## config.mk

```make
export PLATFORM = sky130hd
export DESIGN_NAME = uart_tx_word
export DESIGN_NICKNAME = d
export VERILOG_FILES = /design/src/rtl/uart_tx_word.sv
export SDC_FILE = /design/constraint.sdc
export NUM_CORES = 1
export LEC_CHECK = 0
export ABC_AREA = 1
export BUFFER_PORTS_ARGS = -buffer_cell sky130_fd_sc_hd__buf_4
export CAP_MARGIN = 20
export CELL_PAD_IN_SITES_DETAIL_PLACEMENT = 2
export CELL_PAD_IN_SITES_GLOBAL_PLACEMENT = 2
export CORE_MARGIN = 2
export CORE_UTILIZATION = 37
export DETAILED_ROUTE_END_ITERATION = 8
export GPL_TIMING_DRIVEN = 0
export PLACE_DENSITY = 0.89
export SLEW_MARGIN = 30
export SYNTH_ARGS = -nofsm -noshare
export SYNTH_HDL_FRONTEND = slang
export SYNTH_SLANG_ARGS = --single-unit
```

## constraint.sdc

```tcl
create_clock -name clk -period 2.7 [get_ports clk]
set_clock_uncertainty 0.15 [all_clocks]
set_input_delay 0.135 -clock clk [delete_from_list [all_inputs] [get_ports clk]]
set_output_delay 0.135 -clock clk [all_outputs]
set_load 0.02 [all_outputs]
```

## src/rtl/uart_tx_word.sv

```systemverilog
// uart_tx_word: serialises one word as NBYTES back-to-back 8N1 frames on a
// single line. The highest selected byte goes first, and each byte is sent
// LSB first. The framing matches the ROM-load receiver, so the two can be
// looped back directly.
module uart_tx_word #(
   parameter int CLKS_PER_BIT = 870,
   parameter int NBYTES       = 4
) (
   input  logic        clk,
   input  logic        rst_n,
   input  logic [31:0] word_i,
   input  logic        valid_i,
   output logic        ready_o,
   output logic        tx_o,
   output logic        busy_o,
   output logic        done_o
);

   localparam int CNT_W = (CLKS_PER_BIT > 1) ? $clog2(CLKS_PER_BIT) : 1;
   localparam logic [CNT_W-1:0] LAST_CLK = CNT_W'(CLKS_PER_BIT - 1);
   localparam logic [1:0] LAST_BYTE = 2'(NBYTES - 1);
   // Left-align the selected low bytes so the byte on air is always [31:24].
   localparam int ALIGN = 8 * (4 - NBYTES);

   typedef enum logic [1:0] {
      IDLE,
      START,
      DATA,
      STOP
   } stateT;

   stateT             state, stateNext;
   logic [CNT_W-1:0]  clkCnt, clkCntNext;
   logic [3:0]        bitIdx, bitIdxNext;
   logic [1:0]        byteIdx, byteIdxNext;
   logic [31:0]       shiftReg, shiftNext;
   logic              txReg, txNext;
   logic              doneReg, doneNext;
   logic [7:0]        curByte;
   logic [2:0]        nextBit;

   // Register every piece of frame state. The line level and the done pulse
   // come straight from flops, so the serial line cannot glitch.
   always_ff @(posedge clk or negedge rst_n) begin
      if (!rst_n) begin
         state    <= IDLE;
         clkCnt   <= '0;
         bitIdx   <= '0;
         byteIdx  <= '0;
         shiftReg <= '0;
         txReg    <= 1'b1;
         doneReg  <= 1'b0;
      end else begin
         state    <= stateNext;
         clkCnt   <= clkCntNext;
         bitIdx   <= bitIdxNext;
         byteIdx  <= byteIdxNext;
         shiftReg <= shiftNext;
         txReg    <= txNext;
         doneReg  <= doneNext;
      end
   end

   // Next-state logic. The next line level is computed together with the
   // state change, so tx is updated on the same edge as the state.
   always_comb begin
      stateNext   = state;
      clkCntNext  = clkCnt;
      bitIdxNext  = bitIdx;
      byteIdxNext = byteIdx;
      shiftNext   = shiftReg;
      txNext      = txReg;
      doneNext    = 1'b0;
      curByte     = shiftReg[31:24];
      nextBit     = bitIdx[2:0] + 3'd1;

      case (state)
         IDLE: begin
            txNext = 1'b1;
            if (valid_i) begin
               stateNext   = START;
               shiftNext   = word_i << ALIGN;
               clkCntNext  = '0;
               bitIdxNext  = '0;
               byteIdxNext = '0;
               txNext      = 1'b0;
            end
         end
         START: begin
            if (clkCnt == LAST_CLK) begin
               clkCntNext = '0;
               bitIdxNext = '0;
               stateNext  = DATA;
               txNext     = curByte[0];
            end else begin
               clkCntNext = clkCnt + 1'b1;
            end
         end
         DATA: begin
            if (clkCnt == LAST_CLK) begin
               clkCntNext = '0;
               if (bitIdx == 4'd7) begin
                  stateNext = STOP;
                  txNext    = 1'b1;
               end else begin
                  bitIdxNext = bitIdx + 4'd1;
                  txNext     = curByte[nextBit];
               end
            end else begin
               clkCntNext = clkCnt + 1'b1;
            end
         end
         STOP: begin
            if (clkCnt == LAST_CLK) begin
               clkCntNext = '0;
               if (byteIdx == LAST_BYTE) begin
                  stateNext = IDLE;
                  doneNext  = 1'b1;
                  txNext    = 1'b1;
               end else begin
                  byteIdxNext = byteIdx + 2'd1;
                  shiftNext   = shiftReg << 8;
                  stateNext   = START;
                  txNext      = 1'b0;
               end
            end else begin
               clkCntNext = clkCnt + 1'b1;
            end
         end
         default: begin
            stateNext = IDLE;
            txNext    = 1'b1;
         end
      endcase
   end

   // Handshake outputs are decoded from the registered state only.
   always_comb begin
      ready_o = (state == IDLE);
      busy_o  = (state != IDLE);
      tx_o    = txReg;
      done_o  = doneReg;
   end

endmodule

```

==> results.py, run 1 <==
metrics = {
    "power": {
        "seqPwrFrac_pct": 35.2,
        "leakage_nw": 1.64,
        "pwr-share-clk_pct": 14.9,
        "netSwitchingFraction_pct": 45.7,
        "p_int_mw": 2.04,
        "p_comb_share_pct": 49.9,
        "peakVddDrop_uv": 376,
        "switchingPower_mw": 1.71,
        "p_per_area_mw_per_mm2": 1080,
    },
    "detailed_routing": {
        "viasPerCell": 5.17,
        "route.final.wire_length_um": 9370,
        "drt_pass1_iterations": 4,
        "drtIter0Drc": 61,
        "ant_nets": 0,
        "vias": 2535,
        "remaining_drc_errors": 0,
        "wl_per_cell_um": 19.1,
    },
    "sta": {
        "period_needed_ps": 2330,
        "rsz0062_at_grt": "no",
        "relSlewSlack_pct": 54.9,
        "setup_viol": 0,
        "slew_violations": 0,
        "tns_ps": 0,
        "setup_slack_ps": 367,
        "fmax_ghz": 0.429,
        "tightest_slew_ps": 676,
        "hold_viol": 2,
        "post-route-period-util_pct": 86.4,
        "holdWs_ps": -9.70,
    },
    "worst_setup_path": {
        "crit_fanout": 10,
        "crit_path_cell_trace": "inv_1, ha_1, inv_1, nor2_4, inv_1, nand3_2, clkbuf_1, o21ai_0",
        "crit_cells": 8,
        "path_buf_inv": 4,
        "max_stage_delay_ps": 430,
        "critPathLaunchType": "register",
        "cp_slowest_cell": "dfrtp_1",
        "path_delay_family": "buffers and inverters",
        "end_kind": "register",
        "cp.required_ps": 2710,
        "cp.arrival_ps": 2350,
        "crit_top_cell": "inv_1",
        "reg2reg_depth": 8,
        "worstSetupPathType": "register to register",
    },
    "cts": {
        "cts_buffers": 5,
        "post_cts_buffers": 0,
        "ctsHtreeMaxLevel": 2,
        "cts_tree": "yes",
        "cts_root_buf": "clkbuf_8",
        "clock_sinks": 52,
        "clock_latency_ps": 320,
        "cts.reportedPaths.clkPinSlew_ps": 100,
        "clock_path_buffers": 2,
    },
    "yosys": {
        "syn_nets": 369,
        "ys_async_sr_fraction_pct": 100,
        "synth-main-ff-cell": "dfrtp_1",
        "syn_avg_cell_area_um2": 8.46,
        "yosysUniqueCellTypes": 28,
        "synth_warnings": 0,
        "synth_top_cell_area_share_pct": 46.4,
        "synth-edff-count": 0,
        "ys_ff_latch": 52,
        "synthTopCellsByArea": "dfrtp_1, nand2_1, mux2i_1, ha_1, o21ai_0",
        "synthCells": 325,
        "synth_area_mm2": 0.00275,
        "synth_area_leader_cell": "dfrtp_1",
        "synth-seq-area-share_pct": 47.4,
    },
    "cells_and_area": {
        "final_cell_mix": "nand2_1, dfrtp_1, buf_4",
        "nNetsFinal": 434,
        "nFillCells": 809,
        "insertedDiodeCount": 0,
        "syn_to_final_growth_pct": 26.4,
        "layout-drive-gt1-share_pct": 17.4,
        "seq_area_mm2": 0.00130,
        "mostFrequentLayoutCell": "nand2_1",
        "multiInputGateArea_mm2": 0.00127,
    },
    "global_route": {
        "grt_pass1_vias": 2943,
        "gr-usage-all-layers_pct": 24.4,
        "antenna_found_initial": 0,
        "grt_overflow_total": 0,
        "grt_start_max_net_pins": 53,
        "grt_pass1_wl_um": 15500,
    },
    "floorplan": {
        "num_io_pins": 39,
        "die_area_mm2": 0.00814,
        "start_util_pct": 38.1,
        "coreArea_mm2": 0.00721,
        "fp.dieH_um": 90.2,
        "rows": 31,
        "die_x_um": 90.2,
    },
    "placement": {
        "dp_hpwl_um": 5980,
        "numPortBuffers": 38,
        "dp_slack_ps": 281,
        "place.gp.congestion": 0.797,
    },
    "outcome": {
        "outcome": "complete, but fails checks",
        "violations": "hold timing",
    },
    "job": {
        "cap_violations": 0,
    },
    "hold_path": {
        "hp-class": "input port to register",
        "worstHoldPathCells": 3,
    },
}
[flip-flops by register name, summed over array words and instances (netlist names)]
signal	flops
clkCnt	10
state	2
tx_o	1
done_o	1
byteIdx	2
shiftReg	32
bitIdx	4
[area by class of cell]
class,instances,share of cell area (%)
Clock inverter,3,1.22
Inverter,28,3.02
Buffer,11,2.16
Clock buffer,5,1.98
Timing Repair Buffer,58,14.0
Tap cell,99,3.56
Multi-Input combinational cell,234,36.6
Sequential cell,52,37.5
[metal layers]
layer  track usage [%]  part of all wire, %
met1              27.0                   40
met2              46.8                   55
met3              4.44                  2.8
met4              7.56                  2.3
met5                 0                    0
[path summary, 6_finish.rpt]
check	start	endpoint	slack (ps)
worst max-delay path	state[0]	shiftReg[23]	370
worst min-delay path	word_i[21]	shiftReg[21]	-10
worst max register to register	state[0]	shiftReg[23]	370
worst min register to register	tx_o	tx_o	330
max in group asynchronous	rst_n	clkCnt[8]	1700
min in group asynchronous	rst_n	bitIdx[0]	240
[cell families (layout without fill, tap and decap cells)]
logic type	count (synthesis)	in the layout	synth area share [%]
compound gates	52	52	10.2
xor+xnor	3	3	0.956
fa+ha+maj	9	9	4.09
buf+inv	39	105	6.55
flops	52	52	47.4
mux	24	24	8.74
simple gates	146	146	22.1
[worst min-delay path, stage by stage]
cell and delay, ps:
buf_4 80, mux2i_1 60, o21ai_0 160
[synthesized netlist by cell type (2+ instances only)]
| library cell | instances |
|---|---|
| or2_2 | 2 |
| mux2i_1 | 24 |
| nand2_1 | 98 |
| buf_6 | 3 |
| o21ai_2 | 4 |
| nor2_2 | 2 |
| nand3_1 | 12 |
| nand3_2 | 2 |
| nor3_1 | 3 |
| nand4_1 | 5 |
| o21ai_1 | 16 |
| nor2_1 | 20 |
| inv_1 | 27 |
| o21ai_0 | 22 |
| buf_2 | 6 |
| ha_1 | 9 |
| xor2_1 | 3 |
| a21oi_1 | 7 |
| dfrtp_1 | 51 |
[timing repair]
| item | CTS | global route |
|---|---|---|
| setup endpoints to repair | 0 | 1 |
| gates resized for setup | 0 | 1 |
| hold buffers | 19 | 1 |
| endpoints found under the hold margin | 69 | 1 |
[per-stage QoR]
step           area, um2  power (mW)  std cells  hold slack, ps  util (%)
2_1_floorplan       2750        2.52        325            -311         -
3_3_place_gp        3160        2.94        462            67.7      43.8
3_5_place_dp        3160        3.11        462            74.8      43.8
4_1_cts             3460        3.72        489          0.0696      48.0
5_1_grt             3480        4.05        490            18.8      48.2
6_report            3480        3.75        490           -9.70      48.2
[power by group through the flow]
stage / logic [mW] / registers [mW] / clock network (mW)
2_1_floorplan: 1.26 / 1.25 / 0
3_3_place_gp: 1.65 / 1.29 / 0
3_5_place_dp: 1.80 / 1.31 / 0
4_1_cts: 1.85 / 1.31 / 0.561
5_1_grt: 2.11 / 1.36 / 0.591
6_report: 1.87 / 1.32 / 0.558
Power figures use the tool's default switching activity.
==> run 2: changes to the inputs <==
--- a/config.mk
+++ b/config.mk
@@ -10,6 +10,7 @@
 export CAP_MARGIN = 20
 export CELL_PAD_IN_SITES_DETAIL_PLACEMENT = 2
 export CELL_PAD_IN_SITES_GLOBAL_PLACEMENT = 2
+export CORE_ASPECT_RATIO = 2
 export CORE_MARGIN = 2
 export CORE_UTILIZATION = 37
 export DETAILED_ROUTE_END_ITERATION = 8
==> results.py, run 2 (synthesis results as in run 1) <==
metrics = {
    "outcome": {
        "outcome": "complete, but fails checks",
        "violations": "hold timing",
    },
    "sta": {
        "hold_viol": 1,
        "setup_viol": 0,
        "fmax_ghz": 0.392,
        "tns_ps": 0,
        "post-route-period-util_pct": 94.4,
        "slew_violations": 0,
        "relSlewSlack_pct": 52.5,
        "rsz0062_at_grt": "no",
        "tightest_slew_ps": 713,
        "holdWs_ps": -0.447,
        "period_needed_ps": 2550,
    },
    "worst_setup_path": {
        "cp_slowest_cell": "dfrtp_1",
        "crit_top_cell": "inv_1",
        "critPathLaunchType": "register",
        "worstSetupPathType": "register to register",
        "crit_cells": 8,
        "cp.required_ps": 2680,
        "end_kind": "register",
        "path_buf_inv": 4,
        "crit_fanout": 10,
        "max_stage_delay_ps": 420,
        "cp.arrival_ps": 2530,
        "path_delay_family": "buffers and inverters",
        "crit_path_cell_trace": "inv_1, ha_1, inv_1, nor2_2, inv_1, nand3_2, clkbuf_1, o21ai_0",
        "reg2reg_depth": 8,
    },
    "detailed_routing": {
        "drtIter0Drc": 79,
        "remaining_drc_errors": 0,
        "drt_pass1_iterations": 4,
        "vias": 2611,
        "viasPerCell": 5.47,
        "wl_per_cell_um": 22.7,
        "ant_nets": 0,
        "route.final.wire_length_um": 10800,
    },
    "power": {
        "peakVddDrop_uv": 611,
        "leakage_nw": 1.64,
        "power.total_mw": 4.12,
        "p_per_area_mw_per_mm2": 1190,
    },
    "hold_path": {
        "worstHoldPathCells": 3,
        "hp-class": "input port to register",
    },
    "cells_and_area": {
        "nFillCells": 783,
        "insertedDiodeCount": 0,
        "top_regs": "shiftReg x32, clkCnt x10, bitIdx x4",
        "final_cell_mix": "nand2_1, dfrtp_1, buf_4",
        "largest_register": "shiftReg",
        "mostFrequentLayoutCell": "nand2_1",
        "largest_reg_flops": 32,
        "nNetsFinal": 428,
        "syn_to_final_growth_pct": 25.8,
        "layout-drive-gt1-share_pct": 17.4,
    },
    "job": {
        "cap_violations": 0,
    },
    "floorplan": {
        "die_x_um": 65.0,
        "rows": 44,
        "coreArea_mm2": 0.00721,
        "fp.dieH_um": 126,
        "num_io_pins": 39,
        "die_area_mm2": 0.00818,
        "start_util_pct": 38.1,
    },
    "cts": {
        "cts_buffers": 5,
        "clock_sinks": 52,
        "ctsHtreeMaxLevel": 2,
        "cts-resized-gates": 0,
        "clock_path_buffers": 2,
        "cts.reportedPaths.clkPinSlew_ps": 70,
        "cts_root_buf": "clkbuf_16",
        "hold_buffers": 14,
        "cts_tree": "yes",
        "clock_latency_ps": 310,
        "post_cts_buffers": 0,
    },
    "global_route": {
        "grt_pass1_wl_um": 17100,
        "grt_overflow_total": 0,
        "antenna_found_initial": 0,
        "grt_pass1_vias": 3154,
        "grt_start_max_net_pins": 53,
        "gr-usage-all-layers_pct": 28.8,
    },
    "placement": {
        "numPortBuffers": 38,
        "dp_hpwl_um": 6350,
        "place.gp.congestion": 0.765,
    },
}
run 2: cell types whose count changed in the layout (fill, tap and decap cells not counted), sizes merged:
cell and change:
dlygate4sd3 -6, clkbuf +1, clkinv -1, clkinvlp -1, inv +1
run 2: report_power, final:
group	leakage, nW	switching, mW	total [mW]	internal, mW
Combinational	0.898	1.34	2.01	0.668
Clock	0.0815	0.317	0.759	0.443
Sequential	0.664	0.259	1.35	1.10
Total	1.64	1.92	4.12	2.21
run 2: metal layers:
layer	track usage (%)	wire [um]
met5	0	0
met1	27.3	3680
met4	19.0	686
met3	4.29	334
met2	54.3	6130
run 2: path summary, 6_finish.rpt:
kind / startpoint / endpoint / slack, ps
min in group asynchronous: rst_n / clkCnt[4] / 280
max in group asynchronous: rst_n / shiftReg[31] / 1630
hold reg to reg: tx_o / tx_o / 330
setup reg to reg: state[0] / shiftReg[18] / 150
hold / removal: word_i[12] / shiftReg[12] / -0.4
setup / recovery: state[0] / shiftReg[18] / 150
run 2: cell type report:
| class | count | area, um2 | share of cell area (%) |
|---|---|---|---|
| Buffer | 11 | 75.1 | 2.17 |
| Clock buffer | 6 | 129 | 3.73 |
| Clock inverter | 2 | 38.8 | 1.12 |
| Inverter | 28 | 105 | 3.04 |
| Multi-Input combinational cell | 234 | 1270 | 36.6 |
| Sequential cell | 52 | 1300 | 37.7 |
| Tap cell | 92 | 115 | 3.33 |
| Timing Repair Buffer | 52 | 425 | 12.3 |
run 2: stage by stage:
| stage | cells | area [um2] | utilization, % | worst slack [ps] |
|---|---|---|---|---|
| detailed placement | 455 | 3150 | 43.7 | 303 |
| CTS | 477 | 3460 | 48.0 | 263 |
| floorplan | 325 | 2750 | - | 647 |
| finish | 477 | 3460 | 48.0 | 151 |
| global route | 477 | 3460 | 48.0 | 14.4 |
| global placement | 455 | 3150 | 43.7 | 396 |
run 2: worst register-to-register path: cells and delay by family, from the launching register on:
kind | cells | cell delay, ps
adders and majority gates | 1 | 190
and+or+nand+nor | 2 | 540
AOI/OAI and AO/OA | 1 | 260
DFF | 1 | 420
buffers and inverters | 4 | 820
